**config.mk**
```make
export PLATFORM = sky130hd
export DESIGN_NAME = multicycle_alu_flat
export DESIGN_NICKNAME = d
export VERILOG_FILES = /design/src/rtl/multicycle_alu_if.sv /design/src/rtl/multicycle_alu.sv /design/src/flat_wrapper.sv
export SDC_FILE = /design/constraint.sdc
export NUM_CORES = 1
export LEC_CHECK = 0
export CAP_MARGIN = 20
export CORE_ASPECT_RATIO = 1.25
export CORE_UTILIZATION = 45
export CTS_CLUSTER_SIZE = 30
export DETAILED_ROUTE_END_ITERATION = 8
export PLACE_DENSITY = 0.63
export SETUP_SLACK_MARGIN = 0.15
export SLEW_MARGIN = 20
export SYNTH_ARGS = -nofsm -noshare
export SYNTH_HDL_FRONTEND = slang
export SYNTH_SLANG_ARGS = --single-unit
```
**constraint.sdc**
```tcl
create_clock -name clk_i -period 12 [get_ports clk_i]
set_input_delay 2.4 -clock clk_i [delete_from_list [all_inputs] [get_ports clk_i]]
set_output_delay 2.4 -clock clk_i [all_outputs]
set_load 0.05 [all_outputs]
```
**src/rtl/multicycle_alu_if.sv**
```systemverilog
// Request/response bundle for multicycle_alu: operation request in,
// ready/valid handshake and registered result out.
interface multicycle_alu_if #(
  parameter int WIDTH = 32
);
  logic             valid_i;
  logic [2:0]       ALUCtrl_i;
  logic [WIDTH-1:0] data1_i;
  logic [WIDTH-1:0] data2_i;
  logic             ready_o;
  logic             valid_o;
  logic [WIDTH-1:0] data_o;
  logic             zero_o;

  modport master (
    output valid_i, ALUCtrl_i, data1_i, data2_i,
    input  ready_o, valid_o, data_o, zero_o
  );

  modport slave (
    input  valid_i, ALUCtrl_i, data1_i, data2_i,
    output ready_o, valid_o, data_o, zero_o
  );
endinterface

```
**src/rtl/multicycle_alu.sv**
```systemverilog
// Single-cycle ALU with an iterative shift-and-add multiplier that takes
// WIDTH cycles; results are registered and announced with a valid pulse.
module multicycle_alu #(
  parameter int WIDTH = 32
) (
  input logic               clk_i,
  input logic               rst_i,
  multicycle_alu_if.slave   bus
);

  localparam int SHW = $clog2(WIDTH);
  localparam int CW  = SHW + 1;
  localparam logic [CW-1:0] LAST_ITER = CW'(WIDTH - 1);

  localparam logic [2:0] OP_AND  = 3'b000;
  localparam logic [2:0] OP_XOR  = 3'b001;
  localparam logic [2:0] OP_SLL  = 3'b010;
  localparam logic [2:0] OP_ADD  = 3'b011;
  localparam logic [2:0] OP_SUB  = 3'b100;
  localparam logic [2:0] OP_MUL  = 3'b101;
  localparam logic [2:0] OP_ADDI = 3'b110;
  localparam logic [2:0] OP_SRAI = 3'b111;

  typedef enum logic {IDLE = 1'b0, MUL_BUSY = 1'b1} state_e;

  state_e           state_q, state_d;
  logic [WIDTH-1:0] data_q, data_d;
  logic             zero_q, zero_d;
  logic             valid_q, valid_d;
  logic [WIDTH-1:0] mcand_q, mcand_d;
  logic [WIDTH-1:0] mplier_q, mplier_d;
  logic [WIDTH-1:0] acc_q, acc_d;
  logic [CW-1:0]    cnt_q, cnt_d;

  logic [SHW-1:0]   shamt_s;
  logic [WIDTH-1:0] alu_res_s;
  logic [WIDTH-1:0] acc_step_s;
  logic             accept_s;
  logic             is_mul_s;
  logic             last_iter_s;

  assign shamt_s     = bus.data2_i[SHW-1:0];
  assign accept_s    = bus.valid_i && (state_q == IDLE);
  assign is_mul_s    = (bus.ALUCtrl_i == OP_MUL);
  assign last_iter_s = (cnt_q == LAST_ITER);
  assign acc_step_s  = acc_q + (mplier_q[0] ? mcand_q : '0);

  always_comb begin
    alu_res_s = '0;
    case (bus.ALUCtrl_i)
      OP_AND:  alu_res_s = bus.data1_i & bus.data2_i;
      OP_XOR:  alu_res_s = bus.data1_i ^ bus.data2_i;
      OP_SLL:  alu_res_s = bus.data1_i << shamt_s;
      OP_ADD:  alu_res_s = bus.data1_i + bus.data2_i;
      OP_SUB:  alu_res_s = bus.data1_i - bus.data2_i;
      OP_ADDI: alu_res_s = bus.data1_i + bus.data2_i;
      OP_SRAI: alu_res_s = $signed(bus.data1_i) >>> shamt_s;
      default: alu_res_s = '0;
    endcase
  end

  always_ff @(posedge clk_i or negedge rst_i) begin
    if (!rst_i) state_q <= IDLE;
    else        state_q <= state_d;
  end

  always_comb begin
    state_d = state_q;
    case (state_q)
      IDLE: begin
        if (accept_s && is_mul_s) state_d = MUL_BUSY;
        else                      state_d = IDLE;
      end
      MUL_BUSY: begin
        if (last_iter_s) state_d = IDLE;
        else             state_d = MUL_BUSY;
      end
      default: state_d = IDLE;
    endcase
  end

  always_comb begin
    bus.ready_o = 1'b0;
    case (state_q)
      IDLE:     bus.ready_o = 1'b1;
      MUL_BUSY: bus.ready_o = 1'b0;
      default:  bus.ready_o = 1'b0;
    endcase
  end

  // The last busy edge folds its own partial product straight into data_o.
  always_comb begin
    data_d   = data_q;
    zero_d   = zero_q;
    valid_d  = 1'b0;
    mcand_d  = mcand_q;
    mplier_d = mplier_q;
    acc_d    = acc_q;
    cnt_d    = cnt_q;
    if (state_q == MUL_BUSY) begin
      acc_d    = acc_step_s;
      mcand_d  = mcand_q << 1;
      mplier_d = mplier_q >> 1;
      cnt_d    = cnt_q + CW'(1);
      if (last_iter_s) begin
        data_d  = acc_step_s;
        zero_d  = (acc_step_s == '0);
        valid_d = 1'b1;
      end else begin
        valid_d = 1'b0;
      end
    end else if (accept_s) begin
      if (is_mul_s) begin
        mcand_d  = bus.data1_i;
        mplier_d = bus.data2_i;
        acc_d    = '0;
        cnt_d    = '0;
      end else begin
        data_d  = alu_res_s;
        zero_d  = (alu_res_s == '0);
        valid_d = 1'b1;
      end
    end else begin
      valid_d = 1'b0;
    end
  end

  always_ff @(posedge clk_i or negedge rst_i) begin
    if (!rst_i) begin
      data_q   <= '0;
      zero_q   <= 1'b0;
      valid_q  <= 1'b0;
      mcand_q  <= '0;
      mplier_q <= '0;
      acc_q    <= '0;
      cnt_q    <= '0;
    end else begin
      data_q   <= data_d;
      zero_q   <= zero_d;
      valid_q  <= valid_d;
      mcand_q  <= mcand_d;
      mplier_q <= mplier_d;
      acc_q    <= acc_d;
      cnt_q    <= cnt_d;
    end
  end

  assign bus.data_o  = data_q;
  assign bus.zero_o  = zero_q;
  assign bus.valid_o = valid_q;

endmodule

```
**src/flat_wrapper.sv**
```systemverilog
// flat-port wrapper written by rule: the top's interface ports become plain ports
module multicycle_alu_flat 
#(
  parameter int WIDTH = 32
)
  (clk_i, rst_i, bus_valid_i, bus_ALUCtrl_i, bus_data1_i, bus_data2_i, bus_ready_o, bus_valid_o, bus_data_o, bus_zero_o);
  multicycle_alu_if #(.WIDTH(WIDTH)) bus_i ();
  input logic clk_i;
  input logic rst_i;
  input wire logic [$bits(bus_i.valid_i)-1:0] bus_valid_i;
  input wire logic [$bits(bus_i.ALUCtrl_i)-1:0] bus_ALUCtrl_i;
  input wire logic [$bits(bus_i.data1_i)-1:0] bus_data1_i;
  input wire logic [$bits(bus_i.data2_i)-1:0] bus_data2_i;
  output wire logic [$bits(bus_i.ready_o)-1:0] bus_ready_o;
  output wire logic [$bits(bus_i.valid_o)-1:0] bus_valid_o;
  output wire logic [$bits(bus_i.data_o)-1:0] bus_data_o;
  output wire logic [$bits(bus_i.zero_o)-1:0] bus_zero_o;
  assign bus_i.valid_i = bus_valid_i;
  assign bus_i.ALUCtrl_i = bus_ALUCtrl_i;
  assign bus_i.data1_i = bus_data1_i;
  assign bus_i.data2_i = bus_data2_i;
  assign bus_ready_o = bus_i.ready_o;
  assign bus_valid_o = bus_i.valid_o;
  assign bus_data_o = bus_i.data_o;
  assign bus_zero_o = bus_i.zero_o;
  multicycle_alu #(.WIDTH(WIDTH)) u_core (.clk_i(clk_i), .rst_i(rst_i), .bus(bus_i));
endmodule
```
==> flow_summary.ini, run 1 <==
[run_status]
status = finished, final reports clean

[floorplan]
die_w_um = 165
dieHeight_um = 206
io_pins = 105
core_area_um2 = 32700
rows = 74
die-area_um2 = 33900
start_util_pct = 45.7

[detailed_routing]
antenna_left = 0
num_vias = 15118
drt-total-wl_um = 61400
wire_per_inst_um = 26.8
vias_per_cell = 6.59
dr.pass1.iters = 6
drcViolationCount = 0
drt_iter0_drc = 1058

[clock_tree]
cts_root_buf = clkbuf_16
cts_htree_levels = 4
cts.sinks = 137
cts_made_buffers = 17
postCtsSetupBuffers = 0
clockBufferDepth = 2
ctsHoldBuffers = 0
path_clk_slew_ns = 0.06
cts_resized = 0
cts_tree = done
clock_latency_ns = 0.45

[logic_synthesis]
async_reset_ff_share_pct = 100
syn_nets = 2000
syn_inst = 1826
ys_seq_area_share_pct = 23.0
yosys.area.top_type = dfrtp_1
ys_top_cells_by_count = nand2_1 (241), mux2i_1 (156), dfrtp_1 (137)
syn_area_per_cell_um2 = 8.17
synth_edf_count = 0
yosys_warnings = 0
ys_seq_elements = 137
synthFlopType = dfrtp_1
syn_area_um2 = 14900
synth_area_leaders = dfrtp_1 (23%), mux2i_1 (10%), ha_1 (8.5%), nand2_1 (6.1%), mux4_2 (4.2%)
netlist.area_leader.share_pct = 23.0
synth.most_common_cell = nand2_1
yosysUniqueCellTypes = 82

[final_layout]
syn_to_final_growth_pct = 13.2
fillers = 3167
multi_input_area_um2 = 11000
nNetsFinal = 2036
final_cell_count_no_fill = 2294
final-seq-area_um2 = 3430
fin_area_um2 = 16900
drive_gt1_share_pct = 7.09

[power_and_ir_drop]
power.density_nw_per_um2 = 195
switchingPower_mw = 1.56
internal_power_mw = 1.73
seqPwrFrac_pct = 25.6
p_leak_nw = 7.31
power_frac_comb_pct = 57.3
design_power_total_mw = 3.29
switching_share_pct = 47.3
vdd_drop_max_mv = 0.153
clock_power_share_pct = 17.1

[critical_path]
crit_path_start_kind = input port
worstPathRequired_ns = 12.37
crit_arrival_ns = 8.62
worst_setup_path_end_kind = register
path_max_fanout = 50
reg2regPathDepth = 14
critPathKind = in -> reg

[timing]
relSlewSlack_pct = 27.8
fin_worst_skew_ns = 0.0120
finalHoldViolations = 0
whs_ns = 0.478
rsz0062_at_grt = no
finalCriticalPeriod_ns = 8.25
setup_viol = 0
fmax_ghz = 0.121
drv_slew = 0
setup_tns_ns = 0
finalCritPeriodShare_pct = 68.7
tightest_slew_ns = 1.07

[flow_run]
drv_cap = 0

[grt]
grt_pass1_vias = 14627
grt_max_degree = 83
grt_usage_pct = 36.6
antenna_found_initial = 1
grt.overflow.total = 0
grt_pass1_wl_um = 90900

[worst_hold_path]
hold_depth = 1
min_path_type = reg -> reg

[place]
dp_cells = 2260
numPortBuffers = 104
dp.final_hpwl_um = 46400
place_area_um2 = 16300
globalplace.congestion = 1.10
-- layer usage --
layer	share of wire, %	track usage, %
met4	7.7	25.2
met3	7.0	6.79
met1	41	44.9
met5	0	0
met2	45	57.7
-- per-stage QoR --
step	worst slack [ns]	util, %
floorplan	4.41	-
global placement	3.43	49.8
detailed placement	3.43	49.8
CTS	3.85	51.6
global route	3.36	51.7
finish	3.75	51.7
-- flip-flops by register name (all words and copies together) (netlist names) --
| name | flops |
|---|---|
| u_core.acc_q | 32 |
| u_core.bus.data_o | 32 |
| u_core.bus.valid_o | 1 |
| u_core.bus.zero_o | 1 |
| u_core.cnt_q | 6 |
| u_core.mcand_q | 32 |
| u_core.mplier_q | 32 |
| u_core.state_q | 1 |
-- worst paths after layout --
check | startpoint | end | slack (ns)
max in group asynchronous | rst_i | u_core.mcand_q[5] | 8.92
min reg2reg | u_core.bus.data_o[15] | u_core.bus.data_o[15] | 0.48
max reg2reg | u_core.mplier_q[0] | u_core.bus.zero_o | 6.81
min | u_core.bus.data_o[15] | u_core.bus.data_o[15] | 0.48
max | bus_data2_i[3] | u_core.bus.zero_o | 3.75
min in group asynchronous | rst_i | u_core.mplier_q[23] | 1.91
-- placed cells by master (no fill, tap or decap), drive strengths merged, types with 18 or more instances in the layout --
cell type      instances
nor3                  27
mux2i                156
xor2                  21
mux4                  28
dfrtp                137
and2                  39
nand2                241
nor2                 124
inv                   30
xnor2                 55
o22ai                 29
a211oi                28
o211ai                24
a21oi                121
clkbuf                18
or3                   18
a22o                  20
clkdlybuf4s50         99
a21o                  21
nand4                 20
nand3                 26
o21ai                173
o21a                  28
mux2                  32
ha                   102
buf                   34
-- logic make-up (layout without fill, tap and decap cells) --
family | after synthesis | in the layout | share of synthesized area, %
other cells | 0 | 1 | 0
simple gates | 568 | 568 | 17.8
xor+xnor | 76 | 76 | 4.46
buf+inv | 143 | 192 | 3.72
flops | 137 | 137 | 23.0
compound gates | 582 | 582 | 25.1
fa+ha+maj | 104 | 104 | 8.82
mux | 216 | 216 | 17.1
-- area by class of cell --
class	instances	share of cell area (%)
antenna	1	0.0148
clock buffer	18	2.54
clock inverter	14	1.03
inverter	27	0.615
multi-input combinational	1546	64.9
sequential	137	20.3
tap	418	3.10
timing repair buffer	133	7.49
-- power groups by stage --
stage / logic [mW] / clock network [mW] / registers [mW]
final: 1.89 / 0.564 / 0.842
after global routing: 2.05 / 0.594 / 0.874
after CTS: 1.86 / 0.573 / 0.843
after detailed placement: 1.85 / 0 / 0.849
after global placement: 1.84 / 0 / 0.843
after floorplan: 1.17 / 0 / 0.972
-- critical path, stage by stage --
cell and delay [ns]:
clkdlybuf4s50_1 0.39, buf_4 0.30, nor2_1 0.65, nand2_1 0.22, nor3b_1 0.39, nand2_1 0.18
or2_1 0.31, or3_1 0.46, o31ai_1 0.30, xnor2_1 0.16, ha_1 0.32, a21oi_1 0.29
a21oi_1 0.11, a311o_1 0.37, a21oi_1 0.27, nand3_1 0.12, a41oi_1 0.36, mux2i_1 0.13
a211o_1 0.32, nor4_1 0.29, nand4_1 0.15, o211ai_2 0.09
No activity file was read; power rests on OpenSTA's default activity.
==> run 2: changes to the inputs <==
- clock period: 12 -> 8.45 ns (I/O delays scaled with it)
==> run 2 against run 1 <==
Sequential share of layout area is essentially flat. Combinational power rose by 42%. Worst setup slack worse by 2.3 ns. Die area unchanged. Global-route usage rose by 0.61 points. Via count increased by 0.32%. Register-to-register slack got worse by 3.5 ns. Sequential power increased by 43%. Cell count rose by 0.26%.
==> flow_summary.ini, run 2 (synthesis gave the netlist of run 1 again) <==
[detailed_routing]
num_vias = 15166
vias_per_cell = 6.59
drt-total-wl_um = 62100
drt_iter0_drc = 1451
top_layer_used = met4
drcViolationCount = 0
antenna_left = 0
wl_met3_um = 4790
dr.pass1.iters = 6
wl_met1_um = 25000
wire_per_inst_um = 27.0
met2WireLength_um = 28900

[grt]
grt_usage_pct = 37.2
grt_pass1_vias = 14864
grt_pass1_wl_um = 92300
grt.overflow.total = 0
antenna_found_initial = 0
grt_max_degree = 94

[critical_path]
crit_top_cell = a21oi_1
worstPathCellList = buf_2, inv_2, ha_1, nor3b_1, nand2_1, or2_1, or3_1, o31ai_1, xnor2_1, ha_1, a21oi_1, a21oi_1, a311o_1, a21oi_1, nand3_1, a41oi_1, mux2i_1, a211o_1, nor4_1, nand4_1, o211ai_2
crit_arrival_ns = 7.32
worst_setup_path_end_kind = register
worstPathRequired_ns = 8.83
cpMaxStageDelayCell = inv_2
rrSetupSlack_ns = 3.29
crit_path_start_kind = input port
critPathKind = in -> reg
crit_buf_inv = 2
critPathTopFamily = compound AO/OA/AOI/OAI gates
path_max_fanout = 23
critPathMaxStageDelay_ns = 0.51

[clock_tree]
cts_resized = 0
postCtsSetupBuffers = 0
clockBufferDepth = 2
clock_latency_ns = 0.45
cts.sinks = 137
ctsHoldBuffers = 0
cts_htree_levels = 4
cts_made_buffers = 17
path_clk_slew_ns = 0.06
cts_root_buf = clkbuf_16
cts_tree = done

[place]
dp.final_hpwl_um = 46700
numPortBuffers = 104
dp_cells = 2268
globalplace.congestion = 1.05
dpl_worst_slack_ns = 1.16

[floorplan]
die-area_um2 = 33900
core_area_um2 = 32700
dieHeight_um = 206
start_util_pct = 45.7
die_w_um = 165
io_pins = 105
rows = 74

[final_layout]
fillers = 3194
final_common_cell = nand2_1
nNetsFinal = 2043
syn_to_final_growth_pct = 13.3
n_antenna_cell = 0
final_cell_mix = nand2_1 (241), mux2i_1 (156), dfrtp_1 (136)
final_cell_count_no_fill = 2300
drive_gt1_share_pct = 7.44

[timing]
finalCritPeriodShare_pct = 82.2
relSlewSlack_pct = 26.1
finalHoldViolations = 0
setup_viol = 0
setup_slack_ns = 1.50
setup_tns_ns = 0
rsz0062_at_grt = no
whs_ns = 0.474
finalCriticalPeriod_ns = 6.95
tightest_slew_ns = 1.08
fmax_ghz = 0.144
fin_worst_skew_ns = 0.00969
drv_slew = 0

[power_and_ir_drop]
power.density_nw_per_um2 = 276
p_leak_nw = 7.32
vdd_drop_max_mv = 0.277

[flow_run]
drv_cap = 0

[run_status]
status = finished, final reports clean

[worst_hold_path]
min_path_type = reg -> reg
run 2: changes by cell type in the layout (fill, tap and decap cells not counted), sizes merged:
cell      before  now
buf           34   41
clkinv         8    3
inv           30   34
clkinvlp       0    2
bufinv         3    2
diode          1    0
run 2: final cells by class:
cell class / count / area (um2) / share of cell area (%)
Clock buffer: 18 / 429 / 2.54
Inverter: 27 / 104 / 0.614
Sequential cell: 137 / 3430 / 20.3
Clock inverter: 14 / 161 / 0.954
Timing Repair Buffer: 140 / 1290 / 7.66
Tap cell: 418 / 523 / 3.09
Multi-Input combinational cell: 1546 / 11000 / 64.8
run 2: per-layer routing:
metal	vias up	global-route usage, %
met4	0	19.2
met5	-	0
li1	6944	-
met3	172	6.79
met1	7308	46.3
met2	742	60.8
run 2: final timing paths:
| kind | cells past startpoint | end | startpoint |
|---|---|---|---|
| worst max-delay path | 21 | u_core.bus.zero_o | bus_data2_i[1] |
| worst min-delay path | 1 | u_core.bus.data_o[15] | u_core.bus.data_o[15] |
| worst max register to register | 12 | u_core.bus.zero_o | u_core.state_q |
| worst min register to register | 1 | u_core.bus.data_o[15] | u_core.bus.data_o[15] |
| max in group asynchronous | 2 | u_core.mcand_q[4] | rst_i |
| min in group asynchronous | 1 | u_core.mplier_q[21] | rst_i |
run 2: where the power goes:
part	internal (mW)	leakage [nW]	switching, mW	total, mW
clock	0.442	0.285	0.342	0.785
combinational	1.03	5.35	1.66	2.69
sequential	0.970	1.69	0.227	1.20
total	2.44	7.32	2.23	4.67
run 2: metrics by stage:
stage               power (mW)  util, %  instance area, um2
global placement          3.81     49.9               16300
CTS                       4.65     51.7               16900
global route              5.00     51.7               16900
finish                    4.67     51.7               16900
detailed placement        3.85     49.9               16300
floorplan                 3.04        -               14900
==> run 3: changes to the inputs <==
- PLACE_DENSITY: 0.63 -> 0.65
- clock period: 8.45 -> 6.1 ns (I/O delays scaled with it)
==> run 3 against run 2 <==
Critical path depth stayed put. Final area is 3.0% higher. Register-to-register slack got worse by 2.3 ns. Power up 39%. Worst setup slack worse by 1.0 ns. Sequential power up 38%. Global-route usage decreased by 0.41 points. Clock-buffer cell count fell by 1. Die area did not move. Critical endpoint unchanged. Largest power group unchanged. Highest routed layer unchanged.
==> flow_summary.ini, run 3 (synthesis gave the netlist of run 1 again) <==
[timing]
setup_slack_ns = 0.470
tightest_slew_ns = 0.980
finalCriticalPeriod_ns = 5.63
drv_slew = 0
whs_ns = 0.479
fmax_ghz = 0.178
setup_viol = 0
setup_tns_ns = 0
fin_worst_skew_ns = 0.0166
rsz0062_at_grt = no
finalCritPeriodShare_pct = 92.3
relSlewSlack_pct = 34.7
finalHoldViolations = 0

[critical_path]
reg2reg_to = u_core.bus.zero_o
rrSetupSlack_ns = 1.01
reg2regPathDepth = 14
worst_setup_path_end_kind = register
critPathKind = in -> reg
crit_arrival_ns = 6.01
worstPathRequired_ns = 6.48
crit_path_start_kind = input port
path_max_fanout = 6
r2r_start = u_core.mplier_q[0]
crit_start = bus_data2_i[4]
endpoint = u_core.bus.zero_o

[place]
place_area_um2 = 16800
globalplace.congestion = 1.03
dpl_worst_slack_ns = 0.0813
dp_cells = 2331
numPortBuffers = 104
dp.final_hpwl_um = 46300

[power_and_ir_drop]
vdd_drop_max_mv = 0.317
design_power_total_mw = 6.47
p_leak_nw = 7.62
power.density_nw_per_um2 = 372

[final_layout]
final_cell_mix = nand2_1 (241), mux2i_1 (156), dfrtp_1 (136)
nNetsFinal = 2106
fin_area_um2 = 17400
final_cell_count_no_fill = 2364
post-route-util_pct = 53.3
drive_gt1_share_pct = 10.7
final_common_cell = nand2_1
syn_to_final_growth_pct = 16.7

[detailed_routing]
drt-total-wl_um = 61100
wire_per_inst_um = 25.8
drt_iter0_drc = 1408
num_vias = 15325
vias_per_cell = 6.48
drcViolationCount = 0
dr.pass1.iters = 6
antenna_left = 0

[clock_tree]
cts_htree_levels = 4
cts_made_buffers = 17
path_clk_slew_ns = 0.07
cts_tree = done
clockBufferDepth = 2
cts_resized = 0
postCtsSetupBuffers = 0
ctsHoldBuffers = 0
cts.sinks = 137
cts_root_buf = clkbuf_16
clock_latency_ns = 0.46

[floorplan]
die_w_um = 165
die-area_um2 = 33900
dieHeight_um = 206
io_pins = 105
rows = 74
start_util_pct = 45.7
core_area_um2 = 32700

[worst_hold_path]
min_path_type = reg -> reg

[grt]
grt.overflow.total = 0
antenna_found_initial = 1
grt_usage_pct = 36.8
grt_pass1_wl_um = 91900
grt_pass1_vias = 14716
grt_max_degree = 103

[run_status]
status = finished, final reports clean

[flow_run]
drv_cap = 0
-- run 3: changes by cell type in the layout (fill, tap and decap cells not counted), sizes merged --
cell,change
diode,+1
clkinvlp,+3
clkbuf,-1
bufinv,-2
buf,+63
-- run 3: area by class of cell --
type,instances,area [um2]
tap,418,523
sequential,137,3430
antenna,1,2.50
multi-input combinational,1546,11000
timing repair buffer,203,1790
clock buffer,17,425
inverter,27,104
fill,3185,15300
clock inverter,15,135
-- run 3: where the power goes --
group          switching [mW]  internal [mW]  leakage, nW
Combinational            2.30           1.48         5.67
Clock                   0.505          0.535        0.260
Sequential              0.304           1.34         1.69
-- run 3: worst min-delay path by stage --
stage / start / to / slack [ns] / depth (start not counted)
2_1_floorplan: u_core.mplier_q[10] / u_core.mplier_q[10] / 0.45 / 2
3_3_place_gp: u_core.bus.data_o[15] / u_core.bus.data_o[15] / 0.46 / 1
3_5_place_dp: u_core.acc_q[20] / u_core.acc_q[20] / 0.47 / 2
4_1_cts: u_core.mcand_q[31] / u_core.mcand_q[31] / 0.49 / 2
5_1_grt: u_core.bus.data_o[13] / u_core.bus.data_o[13] / 0.51 / 2
6_report: u_core.bus.data_o[18] / u_core.bus.data_o[18] / 0.48 / 2
-- run 3: critical path: stages --
cell and delay, ns:
clkdlybuf4s50_1 0.43, nor2_1 0.18, nand2_1 0.16, nor3b_4 0.26
nand2_1 0.15, or2_1 0.29, or3_4 0.39, o31ai_2 0.21
xnor2_1 0.10, ha_1 0.39, a21oi_2 0.22, a21oi_1 0.09
a311o_1 0.37, a21oi_2 0.21, nand3_1 0.11, a41oi_2 0.26
mux2i_1 0.12, a211o_1 0.32, nor4_1 0.27, nand4_1 0.15
o211ai_2 0.09
-- run 3: layer usage --
layer,part of all wire (%),vias to the layer above,wire length (um),global-route usage (%)
met1,41,7371,25300,46.6
li1,-,7079,-,-
met4,6.8,0,4180,22.7
met2,46,693,27900,59.0
met5,0,-,0,0
met3,6.0,182,3670,4.74
